<file path="src/rtl/pipeline_mem_arbiter_if.sv">
// pipeline_mem_arbiter_if
// Groups the fetch requester, data requester and memory port signals of the
// unified-memory arbiter.
//   slave  : the arbiter (takes requests and memRdata, drives grants/memory).
//   master : the surroundings (fetch stage, MEM stage and the memory).
// Signals:
//   ifReq/ifAddr            fetch request and address
//   ifGnt/ifValid/ifRdata   fetch issue pulse, data-valid pulse, instruction
//   ifStall                 ifReq & ~ifValid
//   dmReq/dmWr/dmSize       data request, store flag, access size
//   dmAddr/dmWdata          data address and store data
//   dmGnt/dmValid/dmRdata   data issue pulse, done pulse, load data
//   dmStall                 dmReq & ~dmValid
//   memReq/memWr/memSize    memory issue strobe, write enable, size
//   memAddr/memWdata        memory address and write data
//   memRdata                memory read data (fixed latency after memReq)
interface pipeline_mem_arbiter_if;
  logic        ifReq;
  logic [31:0] ifAddr;
  logic        ifGnt;
  logic        ifValid;
  logic [31:0] ifRdata;
  logic        ifStall;

  logic        dmReq;
  logic        dmWr;
  logic [1:0]  dmSize;
  logic [31:0] dmAddr;
  logic [31:0] dmWdata;
  logic        dmGnt;
  logic        dmValid;
  logic [31:0] dmRdata;
  logic        dmStall;

  logic        memReq;
  logic        memWr;
  logic [1:0]  memSize;
  logic [31:0] memAddr;
  logic [31:0] memWdata;
  logic [31:0] memRdata;

  modport slave (
    input  ifReq, ifAddr,
    output ifGnt, ifValid, ifRdata, ifStall,
    input  dmReq, dmWr, dmSize, dmAddr, dmWdata,
    output dmGnt, dmValid, dmRdata, dmStall,
    output memReq, memWr, memSize, memAddr, memWdata,
    input  memRdata
  );

  modport master (
    output ifReq, ifAddr,
    input  ifGnt, ifValid, ifRdata, ifStall,
    output dmReq, dmWr, dmSize, dmAddr, dmWdata,
    input  dmGnt, dmValid, dmRdata, dmStall,
    input  memReq, memWr, memSize, memAddr, memWdata,
    output memRdata
  );
endinterface

</file>
<file path="src/rtl/pipeline_mem_arbiter.sv">
// pipeline_mem_arbiter
// Shares one fixed-latency memory port between instruction fetch and the
// load/store stage, one access outstanding at a time. Data wins ties unless
// fetch has already lost STARVE_MAX grants in a row.
// Ports:
//   clk     system clock, rising edge
//   resetN  asynchronous active-low reset
//   bus     pipeline_mem_arbiter_if.slave (requesters + memory port)
// Parameters:
//   MEM_LATENCY  cycles from memReq to valid memRdata (>= 1)
//   STARVE_MAX   consecutive data grants tolerated while fetch waits
module pipeline_mem_arbiter #(
  parameter int MEM_LATENCY = 2,
  parameter int STARVE_MAX  = 4
) (
  input  logic                   clk,
  input  logic                   resetN,
  pipeline_mem_arbiter_if.slave  bus
);

  localparam int CW = $clog2(MEM_LATENCY + 1);
  localparam int SW = $clog2(STARVE_MAX + 1);

  typedef enum logic [1:0] {IDLE, BUSY_IF, BUSY_DM} state_e;

  state_e          state_q, state_d;
  logic [CW-1:0]   lat_q, lat_d;
  logic [SW-1:0]   starve_q, starve_d;
  logic            mem_req_q, mem_req_d;
  logic            mem_wr_q, mem_wr_d;
  logic [1:0]      mem_size_q, mem_size_d;
  logic [31:0]     mem_addr_q, mem_addr_d;
  logic [31:0]     mem_wdata_q, mem_wdata_d;
  logic            if_gnt_q, if_gnt_d;
  logic            dm_gnt_q, dm_gnt_d;
  logic            if_valid_q, if_valid_d;
  logic            dm_valid_q, dm_valid_d;
  logic [31:0]     if_rdata_q, if_rdata_d;
  logic [31:0]     dm_rdata_q, dm_rdata_d;

  logic            fetch_forced;

  // Fetch overrides data only once it has been passed over STARVE_MAX times.
  assign fetch_forced = bus.ifReq && (starve_q == SW'(STARVE_MAX));

  always_comb begin
    // NOTE: every signal gets a default before the case so that no path
    // leaves a variable unassigned, which would infer a latch.
    state_d     = state_q;
    lat_d       = lat_q;
    starve_d    = starve_q;
    mem_req_d   = 1'b0;
    mem_wr_d    = mem_wr_q;
    mem_size_d  = mem_size_q;
    mem_addr_d  = mem_addr_q;
    mem_wdata_d = mem_wdata_q;
    if_gnt_d    = 1'b0;
    dm_gnt_d    = 1'b0;
    if_valid_d  = 1'b0;
    dm_valid_d  = 1'b0;
    if_rdata_d  = if_rdata_q;
    dm_rdata_d  = dm_rdata_q;

    unique case (state_q)
      IDLE: begin
        if (bus.dmReq && !fetch_forced) begin
          state_d     = BUSY_DM;
          lat_d       = CW'(MEM_LATENCY);
          mem_req_d   = 1'b1;
          mem_wr_d    = bus.dmWr;
          mem_size_d  = bus.dmSize;
          mem_addr_d  = bus.dmAddr;
          mem_wdata_d = bus.dmWdata;
          dm_gnt_d    = 1'b1;
          // Only count grants that actually made fetch wait; starve_q is
          // below STARVE_MAX here whenever ifReq is high, so no overflow.
          starve_d    = bus.ifReq ? starve_q + 1'b1 : '0;
        end else if (bus.ifReq) begin
          state_d     = BUSY_IF;
          lat_d       = CW'(MEM_LATENCY);
          mem_req_d   = 1'b1;
          mem_wr_d    = 1'b0;
          mem_size_d  = 2'b10;
          mem_addr_d  = bus.ifAddr;
          mem_wdata_d = '0;
          if_gnt_d    = 1'b1;
          starve_d    = '0;
        end
      end
      BUSY_IF, BUSY_DM: begin
        // memRdata is valid in the cycle where the counter has run out,
        // MEM_LATENCY cycles after the memReq cycle.
        if (lat_q == '0) begin
          state_d = IDLE;
          if (state_q == BUSY_IF) begin
            if_valid_d = 1'b1;
            if_rdata_d = bus.memRdata;
          end else begin
            dm_valid_d = 1'b1;
            dm_rdata_d = mem_wr_q ? '0 : bus.memRdata;
          end
        end else begin
          lat_d = lat_q - 1'b1;
        end
      end
      default: state_d = IDLE;
    endcase
  end

  // NOTE: all state, including the data/address holding registers, is
  // reset so that every output reads 0 straight out of reset.
  always_ff @(posedge clk or negedge resetN) begin
    if (!resetN) begin
      state_q     <= IDLE;
      lat_q       <= '0;
      starve_q    <= '0;
      mem_req_q   <= 1'b0;
      mem_wr_q    <= 1'b0;
      mem_size_q  <= '0;
      mem_addr_q  <= '0;
      mem_wdata_q <= '0;
      if_gnt_q    <= 1'b0;
      dm_gnt_q    <= 1'b0;
      if_valid_q  <= 1'b0;
      dm_valid_q  <= 1'b0;
      if_rdata_q  <= '0;
      dm_rdata_q  <= '0;
    end else begin
      // NOTE: non-blocking assignments so every register samples the
      // pre-edge value of the others, independent of statement order.
      state_q     <= state_d;
      lat_q       <= lat_d;
      starve_q    <= starve_d;
      mem_req_q   <= mem_req_d;
      mem_wr_q    <= mem_wr_d;
      mem_size_q  <= mem_size_d;
      mem_addr_q  <= mem_addr_d;
      mem_wdata_q <= mem_wdata_d;
      if_gnt_q    <= if_gnt_d;
      dm_gnt_q    <= dm_gnt_d;
      if_valid_q  <= if_valid_d;
      dm_valid_q  <= dm_valid_d;
      if_rdata_q  <= if_rdata_d;
      dm_rdata_q  <= dm_rdata_d;
    end
  end

  assign bus.ifGnt    = if_gnt_q;
  assign bus.ifValid  = if_valid_q;
  assign bus.ifRdata  = if_rdata_q;
  assign bus.ifStall  = bus.ifReq & ~if_valid_q;
  assign bus.dmGnt    = dm_gnt_q;
  assign bus.dmValid  = dm_valid_q;
  assign bus.dmRdata  = dm_rdata_q;
  assign bus.dmStall  = bus.dmReq & ~dm_valid_q;
  assign bus.memReq   = mem_req_q;
  assign bus.memWr    = mem_wr_q;
  assign bus.memSize  = mem_size_q;
  assign bus.memAddr  = mem_addr_q;
  assign bus.memWdata = mem_wdata_q;

endmodule

</file>
<file path="src/flat_wrapper.sv">
// flat-port wrapper written by rule: the top's interface ports become plain ports
module pipeline_mem_arbiter_flat 
#(
  parameter int MEM_LATENCY = 2,
  parameter int STARVE_MAX  = 4
)
  (clk, resetN, bus_ifReq, bus_ifAddr, bus_ifGnt, bus_ifValid, bus_ifRdata, bus_ifStall, bus_dmReq, bus_dmWr, bus_dmSize, bus_dmAddr, bus_dmWdata, bus_dmGnt, bus_dmValid, bus_dmRdata, bus_dmStall, bus_memReq, bus_memWr, bus_memSize, bus_memAddr, bus_memWdata, bus_memRdata);
  pipeline_mem_arbiter_if bus_i ();
  input  logic clk;
  input  logic resetN;
  input wire logic [$bits(bus_i.ifReq)-1:0] bus_ifReq;
  input wire logic [$bits(bus_i.ifAddr)-1:0] bus_ifAddr;
  output wire logic [$bits(bus_i.ifGnt)-1:0] bus_ifGnt;
  output wire logic [$bits(bus_i.ifValid)-1:0] bus_ifValid;
  output wire logic [$bits(bus_i.ifRdata)-1:0] bus_ifRdata;
  output wire logic [$bits(bus_i.ifStall)-1:0] bus_ifStall;
  input wire logic [$bits(bus_i.dmReq)-1:0] bus_dmReq;
  input wire logic [$bits(bus_i.dmWr)-1:0] bus_dmWr;
  input wire logic [$bits(bus_i.dmSize)-1:0] bus_dmSize;
  input wire logic [$bits(bus_i.dmAddr)-1:0] bus_dmAddr;
  input wire logic [$bits(bus_i.dmWdata)-1:0] bus_dmWdata;
  output wire logic [$bits(bus_i.dmGnt)-1:0] bus_dmGnt;
  output wire logic [$bits(bus_i.dmValid)-1:0] bus_dmValid;
  output wire logic [$bits(bus_i.dmRdata)-1:0] bus_dmRdata;
  output wire logic [$bits(bus_i.dmStall)-1:0] bus_dmStall;
  output wire logic [$bits(bus_i.memReq)-1:0] bus_memReq;
  output wire logic [$bits(bus_i.memWr)-1:0] bus_memWr;
  output wire logic [$bits(bus_i.memSize)-1:0] bus_memSize;
  output wire logic [$bits(bus_i.memAddr)-1:0] bus_memAddr;
  output wire logic [$bits(bus_i.memWdata)-1:0] bus_memWdata;
  input wire logic [$bits(bus_i.memRdata)-1:0] bus_memRdata;
  assign bus_i.ifReq = bus_ifReq;
  assign bus_i.ifAddr = bus_ifAddr;
  assign bus_ifGnt = bus_i.ifGnt;
  assign bus_ifValid = bus_i.ifValid;
  assign bus_ifRdata = bus_i.ifRdata;
  assign bus_ifStall = bus_i.ifStall;
  assign bus_i.dmReq = bus_dmReq;
  assign bus_i.dmWr = bus_dmWr;
  assign bus_i.dmSize = bus_dmSize;
  assign bus_i.dmAddr = bus_dmAddr;
  assign bus_i.dmWdata = bus_dmWdata;
  assign bus_dmGnt = bus_i.dmGnt;
  assign bus_dmValid = bus_i.dmValid;
  assign bus_dmRdata = bus_i.dmRdata;
  assign bus_dmStall = bus_i.dmStall;
  assign bus_memReq = bus_i.memReq;
  assign bus_memWr = bus_i.memWr;
  assign bus_memSize = bus_i.memSize;
  assign bus_memAddr = bus_i.memAddr;
  assign bus_memWdata = bus_i.memWdata;
  assign bus_i.memRdata = bus_memRdata;
  pipeline_mem_arbiter #(.MEM_LATENCY(MEM_LATENCY), .STARVE_MAX(STARVE_MAX)) u_core (.clk(clk), .resetN(resetN), .bus(bus_i));
endmodule
</file>
<file path="config.mk">
export PLATFORM = sky130hd
export DESIGN_NAME = pipeline_mem_arbiter_flat
export DESIGN_NICKNAME = d
export VERILOG_FILES = /design/src/rtl/pipeline_mem_arbiter_if.sv /design/src/rtl/pipeline_mem_arbiter.sv /design/src/flat_wrapper.sv
export SDC_FILE = /design/constraint.sdc
export NUM_CORES = 1
export LEC_CHECK = 0
export ABC_AREA = 1
export CAP_MARGIN = 40
export CORE_ASPECT_RATIO = 0.9
export CORE_MARGIN = 2
export CORE_UTILIZATION = 42
export CTS_CLUSTER_DIAMETER = 50
export DETAILED_ROUTE_END_ITERATION = 8
export GPL_ROUTABILITY_DRIVEN = 0
export PLACE_DENSITY = 0.8
export SLEW_MARGIN = 15
export SYNTH_ARGS = -nofsm -noshare
export SYNTH_HDL_FRONTEND = slang
export SYNTH_SLANG_ARGS = --single-unit
</file>
<file path="constraint.sdc">
create_clock -name clk -period 1.5 [get_ports clk]
set_input_delay 0.3 -clock clk [delete_from_list [all_inputs] [get_ports clk]]
set_output_delay 0.3 -clock clk [all_outputs]
set_load 0.005 [all_outputs]
</file>
### After elaboration in Yosys (flattened, before gate mapping)

Cells that the tools add are included.

* bits in registers: 143
* bits in latches: 0
* RAM bits: 0
* ROM bits: 0
* word-level logic and storage cells: 72
* memories: 0

* add/subtract/negate cells: 2
* multipliers: 0
* divide/modulo/power cells: 0
* $lt $le $gt $ge: 0
* eq/ne operators: 6
* shifts and indexed selects: 0
* mux-type cells: 32
* bitwise logic cells: 5
* reduce and logical (&&, ||, !) cells: 13

Operators with widths (count)
* 32-bit two-way mux: 5
* 1-bit two-way mux: 15
* 2-bit two-way mux: 7
* 3-bit two-way mux: 3
* 3-bit AND reduction: 3
* 2-bit one-hot mux with 2 select lines: 2
* 2-bit zero test: 2
* 2-bit AND reduction: 2
* 2-bit nonzero test: 2
* 3-bit by 1-bit adder with 3-bit output, second input constant: 1
* 3-bit equality test, second input constant: 1
* 3-bit by 2-bit != test with 1-bit output, second input constant: 1
* 1-bit inverter: 3
* 1-bit bitwise AND: 2
* 2-bit by 1-bit equality test with 1-bit output, second input constant: 1
* 2-bit equality test, second input constant: 1
* 1-bit logical AND: 2
* 2-bit by 1-bit != test with 1-bit output, second input constant: 1
* 2-bit != test, second input constant: 1
* 2-bit OR reduction: 1
* 2-bit by 1-bit subtractor with 2-bit output, second input constant: 1
* 1-bit zero test: 1

### Logic depth before layout (Yosys ltp)

Gate-level depths: netlist of run 1.

* depth after elaboration: 6
* depth in mapped cells: 9
* depth with buffers taken out: 8

### Worst setup path before layout of run 1

Ideal clock, no wire load.

* kind: register to register
* start point: register u_core.state_q[0]
* end point: register u_core.mem_addr_q[21] (netlist: u_core.bus.memAddr[21])
* setup time: 118 ps
* arrival time: 1272 ps
* slack: 110 ps
* stages on the path, launching flop included: 10
* buffers on the path: 2
* period minus slack after synthesis: 1390 ps
* cell sequence: dfrtp_1 inv_1 ha_1 nand2_1 nand2_4 inv_2 buf_6 buf_6 nand2_1 nand2_1

* longest elaborated chain between the ends: 2

Ends and longest elaborated chain
* start: declaration: RTL line pipeline_mem_arbiter.sv:26 `state_e state_q, state_d;`
* start signal: assignment: RTL line pipeline_mem_arbiter.sv:131 `state_q <= state_d;`
* 2-bit zero test: RTL line pipeline_mem_arbiter.sv:64 `unique case (state_q)`
* 2-bit AND reduction (no source line)
* end signal: assignment: RTL line pipeline_mem_arbiter.sv:137 `mem_addr_q <= mem_addr_d;`
* end: declaration: RTL line pipeline_mem_arbiter.sv:32 `logic [31:0] mem_addr_q, mem_addr_d;`

No other way between the ends.
A chain may end at the register's enable or synchronous reset.

### Worst setup path in the final report of run 1

* start point: register u_core.lat_q[0]
* end point: register u_core.dm_rdata_q[23] (netlist: u_core.bus.dmRdata[23])

* longest elaborated chain between the ends: 2

Ends and longest elaborated chain
* start: declaration: RTL line pipeline_mem_arbiter.sv:27 `logic [CW-1:0] lat_q, lat_d;`
* start signal: assignment: RTL line pipeline_mem_arbiter.sv:132 `lat_q <= lat_d;`
* 2-bit zero test: RTL line pipeline_mem_arbiter.sv:93 `if (lat_q == '0) begin`
* 3-bit AND reduction (no source line)
* end signal: assignment: RTL line pipeline_mem_arbiter.sv:144 `dm_rdata_q <= dm_rdata_d;`
* end: declaration: RTL line pipeline_mem_arbiter.sv:39 `logic [31:0] dm_rdata_q, dm_rdata_d;`

No other way between the ends.

==> results of run 1 <==
[state kept, by name, summed over array words and instances, names as in the netlist]
| name | cells |
|---|---|
| u_core.bus.dmGnt | 1 |
| u_core.bus.dmRdata | 32 |
| u_core.bus.dmValid | 1 |
| u_core.bus.ifGnt | 1 |
| u_core.bus.ifRdata | 32 |
| u_core.bus.ifValid | 1 |
| u_core.bus.memAddr | 32 |
| u_core.bus.memReq | 1 |
| u_core.bus.memSize | 2 |
| u_core.bus.memWdata | 32 |
| u_core.bus.memWr | 1 |
| u_core.lat_q | 2 |
| u_core.starve_q | 3 |
| u_core.state_q | 2 |
[per-stage QoR]
step | area [um^2] | cells | worst slack, ns | total power (uW) | setup TNS, ns
after floorplan | 6210 | 709 | 0.110 | 9790 | 0
after global placement | 9350 | 1168 | -0.350 | 14900 | -16.02
after detailed placement | 9350 | 1168 | -0.327 | 15200 | -17.81
after CTS | 9820 | 1212 | 0.0128 | 18000 | 0
after global routing | 9970 | 1218 | -0.0603 | 19500 | -0.325
final | 9970 | 1218 | 0.0558 | 18200 | 0
[cells in the mapped netlist]
| library cell | n |
|---|---|
| xnor2_1 | 1 |
| o31ai_1 | 7 |
| clkbuf_1 | 13 |
| inv_1 | 84 |
| nand3_2 | 1 |
| nor2_1 | 7 |
| nand2_2 | 2 |
| o21ai_0 | 36 |
| mux2_2 | 25 |
| dfrtp_1 | 143 |
| buf_2 | 22 |
| inv_2 | 3 |
| buf_6 | 2 |
| nand2_4 | 1 |
| buf_1 | 3 |
| nand3_1 | 103 |
| o22ai_1 | 1 |
| ha_1 | 6 |
| or2_2 | 1 |
| nand2_1 | 248 |
[routing by layer]
layer	GRT usage, %	up-vias	routed length [um]
met2	38.2	263	8910
met4	9.21	0	442
li1	-	2818	-
met5	0	-	0
met3	7.88	32	1550
met1	29.6	2738	7610
[repair_timing]
action | CTS | global route
resized for setup | 139 | 15
hold endpoints to repair | 29 | 0
hold buffers | 1 | 0
pin swaps | 0 | 1
endpoints found under the setup margin | 138 | 107
setup buffers | 11 | 2
cloned | 0 | 4
[cells by family (layout without fill, tap and decap cells)]
group / count (synthesis) / after routing / synth area share (%)
AO/OA/AOI/OAI: 44 / 44 / 3.85
adder cells (fa/ha/maj): 6 / 6 / 1.21
buffers and inverters: 127 / 438 / 8.36
XOR/XNOR: 1 / 1 / 0.141
AND/OR/NAND/NOR: 363 / 363 / 24.3
flip-flops: 143 / 143 / 57.6
multiplexers: 25 / 25 / 4.53
[cell type report]
| cell class | instances | area, um^2 | area share, % |
|---|---|---|---|
| clock buffer | 19 | 433 | 4.34 |
| clock inverter | 13 | 114 | 1.14 |
| inverter | 87 | 329 | 3.30 |
| multi-input combinational | 439 | 2150 | 21.5 |
| sequential | 143 | 3580 | 35.9 |
| tap | 198 | 248 | 2.48 |
| timing repair buffer | 319 | 3130 | 31.3 |
[power groups by stage]
stage	logic (uW)	registers, uW	clock network, uW
after detailed placement	8380	6780	0
after CTS	7360	6690	3990
after global placement	8190	6720	0
after global routing	8420	6930	4170
after floorplan	2940	6840	0
final	7620	6690	3910
[worst paths after layout]
path / startpoint / to / slack [ns]
max: u_core.lat_q[0] / u_core.bus.dmRdata[23] / 0.06
min: resetN / u_core.bus.memAddr[22] / 0.35
max reg2reg: u_core.lat_q[0] / u_core.bus.dmRdata[23] / 0.06
min reg2reg: u_core.bus.memAddr[26] / u_core.bus.memAddr[26] / 0.47
max in group asynchronous: resetN / u_core.bus.ifRdata[16] / 0.59
min in group clk: bus_dmWdata[11] / u_core.bus.memWdata[11] / 0.43
[cell usage in the layout, fill, tap and decap left out, types with 5 or more instances in the layout]
master / Yosys / final
inv_1: 84 / 84
dfrtp_1: 143 / 143
mux2_2: 25 / 25
clkinvlp_4: 0 / 5
ha_1: 6 / 5
dlygate4sd2_1: 0 / 137
buf_4: 0 / 29
clkbuf_16: 0 / 21
buf_12: 0 / 11
o21ai_0: 36 / 34
nand2_1: 248 / 246
nor2_1: 7 / 6
o31ai_1: 7 / 6
clkdlybuf4s50_1: 0 / 131
nand3_1: 103 / 103
==> run_results.csv, run 1 <==
group,metric,value,unit
status,status,"complete, no violations",
global_routing,grt_max_degree,48,
setup_path,worstSetupPathType,"flip-flop to flip-flop",
drt,dr.pass1.iters,5,
pwr,seqPwrFrac,36.7,%
die,die_w,132,um
pwr,total_leakage_power,0.00536,uW
drt,vias,5851,
cells_and_area,post-route-util,68.3,%
setup_path,crit_fanout,24,
sta,setup_viol,0,
die,fp.coreArea,14600,um^2
cells_and_area,synthToLayoutAreaGrowth,60.5,%
sta,max_slew.worst_pin.slew,0.482,ns
place,portBuffers,272,
logic_synthesis,ys_ff_latch,143,
clock_tree,insertion_delay,0.42,ns
sta,slew_viol_final,0,
setup_path,path_buf_inv,3,
setup_path,slowest_delay,0.38,ns
logic_synthesis,syn_area,6210,um^2
logic_synthesis,synth.top_cells.by_area,"dfrtp_1 (58%), nand2_1 (15%), nand3_1 (8.3%)",
global_routing,grt_overflow,0,
setup_path,startpoint_type,"flip-flop",
setup_path,path_delay_family,"buffers and inverters",
logic_synthesis,synth_top_area_cell,"dfrtp_1",
cells_and_area,fill_cells,1173,
pwr,cell_internal_pwr,12000,uW
drt,antenna_left,0,
setup_path,cp.depth,6,
clock_tree,h-tree-depth,4,
clock_tree,clk_pin_slew,0.06,ns
drt,wl_per_cell,15.2,um
clock_tree,clockRootBuffer,"clkbuf_16",
drt,dr.first_iter.drc_count,331,
drt,drt-total-wl,18.5,mm
sta,worst_clock_skew,0.00784,ns
setup_path,critPathCaptureType,"flip-flop",
logic_synthesis,ys_types,20,
pwr,switching_power,6260,uW
cells_and_area,fin_nets,1148,
pwr,p_per_area,1830,nW/um^2
sta,hold_viol_final,0,
setup_path,crit_slowest_cell,"dfrtp_1",
hold_path,min_path_type,"input port to asynchronous set/reset pin",
drt,drc,0,
die,die_h,119,um
logic_synthesis,avgSynthCellArea,8.77,um^2
sta,finalCritPeriodShare,96.3,%
pwr,pwr-share-clk,21.5,%
logic_synthesis,synthesis.nets,850,
place,hpwl,13.0,mm
logic_synthesis,ys_warn_count,0,
pwr,p_comb_share,41.8,%
pwr,ir_worst_vdd,0.000771,V
drt,vias_per_cell,4.80,
die,io_pins,273,
sta,rsz0062_at_grt,"yes",
sta,holdWs,0.351,ns
cells_and_area,drive_gt1_share,11.3,%
clock_tree,cts.path.max_buffers,2,
setup_path,rr_worst_depth,6,
logic_synthesis,synthCells,709,
die,initial_utilization,42.5,%
setup_path,cp_data_required_time,1.81,ns
global_routing,globalRouteTotalUtil,23.7,%
sta,slew_headroom,67.8,%
clock_tree,tritoncts,"built",
cells_and_area,num_antenna_cells,0,
setup_path,crit_chain,"inv_1, ha_1, buf_4, nand2_4, buf_12, o21ai_0",
global_routing,grt_pass1_wl,29.3,mm
sta,final.min_clock_period,1.44,ns
job,max_cap_viol_count,0,
pwr,swShare,34.4,%
global_routing,antenna_found_initial,0,
logic_synthesis,ys_seq_area_share,57.6,%
global_routing,grt_pass1_vias,5765,
setup_path,worstPathArrival,1.75,ns
sta,max_freq,692,MHz
clock_tree,numCtsBuffers,17,
die,rows,42,
logic_synthesis,netlist.area_leader.share,57.6,%
clock_tree,clock_sinks,143,
die,dieArea,15800,um^2
No activity file was read; power rests on OpenSTA's default activity.
==> inputs of run 2 (changes only) <==
SLEW_MARGIN = 5   (was 15)
==> results of run 2 <==
No change in the layout: final DEF, timing and power equal those of run 1.
==> inputs of run 3 (changes only) <==
CORE_UTILIZATION = 44   (was 42)
CTS_BUF_LIST = sky130_fd_sc_hd__clkbuf_4 sky130_fd_sc_hd__clkbuf_8   (was unset)
PLACE_DENSITY = 0.83   (was 0.8)
==> run 3 against run 2 <==
Setup slack worse by 0.0012 ns. Sequential cell count unchanged. Clock-buffer cell count down 2. Clock power down 29%. Register-to-register slack about the same. Clock skew up 0.0035 ns. Sequential power about the same. Cell count up 0.82%. Combinational power up 2.9%. Wire length up 1.5%. Maximum frequency about the same. Sequential share of layout area up 0.17 points. Highest routed layer unchanged.
==> run_results.csv, run 3 (synthesis gave the netlist of run 1 again) <==
group,metric,value,unit
setup_path,slowest_delay,0.39,ns
setup_path,crit_slowest_cell,"dfrtp_1",
pwr,p_per_area,1750,nW/um^2
clock_tree,insertion_delay,0.44,ns
setup_path,crit_chain,"inv_2, ha_1, nand2_4, clkbuf_16, mux2_2",
drt,drt-total-wl,18.8,mm
die,rows,41,
cells_and_area,synthToLayoutAreaGrowth,59.8,%
global_routing,grt_max_degree,43,
die,fp.coreArea,13900,um^2
clock_tree,tritoncts,"built",
sta,slew_viol_final,0,
die,dieArea,15100,um^2
setup_path,worstSetupPathType,"flip-flop to flip-flop",
global_routing,grt_pass1_vias,5795,
clock_tree,clockRootBuffer,"clkbuf_8",
sta,worst_clock_skew,0.0114,ns
die,die_h,117,um
drt,dr.first_iter.drc_count,392,
place,dpl.cell_count,1171,
setup_path,rr_worst_depth,5,
pwr,ir_worst_vdd,0.000715,V
sta,slew_headroom,69.5,%
sta,max_slew.worst_pin.slew,0.458,ns
setup_path,critPathCaptureType,"flip-flop",
global_routing,grt_pass1_wl,29.0,mm
die,initial_utilization,44.7,%
clock_tree,clk_pin_slew,0.08,ns
clock_tree,cts.path.max_buffers,2,
cells_and_area,fin_cells,1228,
drt,vias,5869,
place,portBuffers,272,
global_routing,antenna_found_initial,0,
drt,antenna_left,0,
drt,wl_per_cell,15.3,um
sta,final.setup.worst_slack,0.0546,ns
hold_path,min_path_type,"input port to asynchronous set/reset pin",
die,die_w,129,um
cells_and_area,fin_nets,1163,
setup_path,crit_fanout,13,
drt,drc,0,
cells_and_area,num_antenna_cells,0,
drt,dr.pass1.iters,4,
clock_tree,h-tree-depth,4,
setup_path,worstPathArrival,1.77,ns
sta,hold_viol_final,0,
clock_tree,numCtsBuffers,17,
setup_path,r2r_slack,0.05,ns
pwr,total_leakage_power,0.00534,uW
global_routing,globalRouteTotalUtil,25.1,%
global_routing,grt_overflow,0,
sta,setup_viol,0,
setup_path,r2r-start,"u_core.state_q[1]",
drt,vias_per_cell,4.78,
sta,final.min_clock_period,1.45,ns
place,hpwl,13.2,mm
setup_path,r2r-end,"u_core.bus.ifRdata[31]",
cells_and_area,layout_commonest_cell,"nand2_1",
job,max_cap_viol_count,0,
setup_path,startpoint_type,"flip-flop",
cells_and_area,drive_gt1_share,13.1,%
setup_path,cp_data_required_time,1.83,ns
sta,max_freq,692,MHz
clock_tree,clock_sinks,143,
die,io_pins,273,
status,status,"complete, no violations",
sta,finalCritPeriodShare,96.4,%
cells_and_area,layout.cells.most_common_list,"nand2_1 (245), dfrtp_1 (143), dlygate4sd2_1 (136)",
place,pre_cts_ws,-0.369,ns
==> run 3: changes by cell type in the layout (fill, tap and decap cells not counted), moves of 2 or more <==
cell       previous run  this run
buf_12               11        14
o21ai_1               2         0
inv_2                 2         4
ha_4                  0         2
buf_4                29        42
clkinv_2              4         7
clkbuf_8              0        17
clkbuf_16            21         1
o21ai_0              34        36
clkbuf_1              2         0
inv_1                84        82
==> run 3: through the flow <==
stage          total power, uW  utilization (%)  instance area, um^2  hold WS, ns  TNS [ns]
3_3_place_gp             14900             67.9                 9440        0.263    -21.90
4_1_cts                  17200             70.6                 9820        0.333         0
2_1_floorplan             9790                -                 6210      0.00441         0
5_1_grt                  18600             71.4                 9930        0.379   -0.0432
3_5_place_dp             15200             67.9                 9440        0.264    -24.73
6_report                 17300             71.4                 9930        0.371         0
==> run 3: timing repair <==
item	4_1_cts	5_1_grt
cloned	1	1
setup buffers	18	4
pin swaps	1	3
endpoints found under the setup margin	207	61
resized for setup	149	13
endpoints found under the hold margin	36	0
hold buffers	1	0
==> run 3: worst max-delay path by stage <==
stage / startpoint / endpoint / slack (ns) / cells after the start
final: u_core.state_q[1] / u_core.bus.ifRdata[31] / 0.05 / 5
after global placement: bus_dmReq / bus_dmStall / -0.37 / 4
after floorplan: u_core.state_q[0] / u_core.bus.memAddr[21] / 0.11 / 9
after detailed placement: bus_dmReq / bus_dmStall / -0.37 / 4
after CTS: u_core.bus.memAddr[31] / bus_memAddr[31] / 0.004 / 1
after global routing: u_core.bus.dmValid / bus_dmStall / -0.02 / 3
==> run 3: layout make-up <==
class                   count  area (um^2)
inverters                  87          329
multi-input cells         439         2180
well taps                 193          241
clock buffers              17          234
flip-flops and latches    143         3580
repair buffers            334         3250
clock inverters            15          120
fillers                  1105         3970
==> run 3: power breakdown <==
part	leakage [uW]	internal [uW]	switching, uW
clock network	0.000174	1290	1490
registers	0.00177	5710	1010
logic	0.00340	4160	3680
total	0.00534	11200	6190
==> run 3: critical path, delay by kind of cell, from the launching register on <==
kind,cells,cell delay (ns)
fa+ha+maj,1,0.22
buf+inv,2,0.25
flops,1,0.39
simple gates,1,0.13
mux,1,0.34
==> run 3: per-layer routing <==
layer	GRT usage [%]	part of all wire, %
met1	30.1	40
met2	41.9	49
met3	7.83	8.5
met4	11.1	2.7
met5	0	0
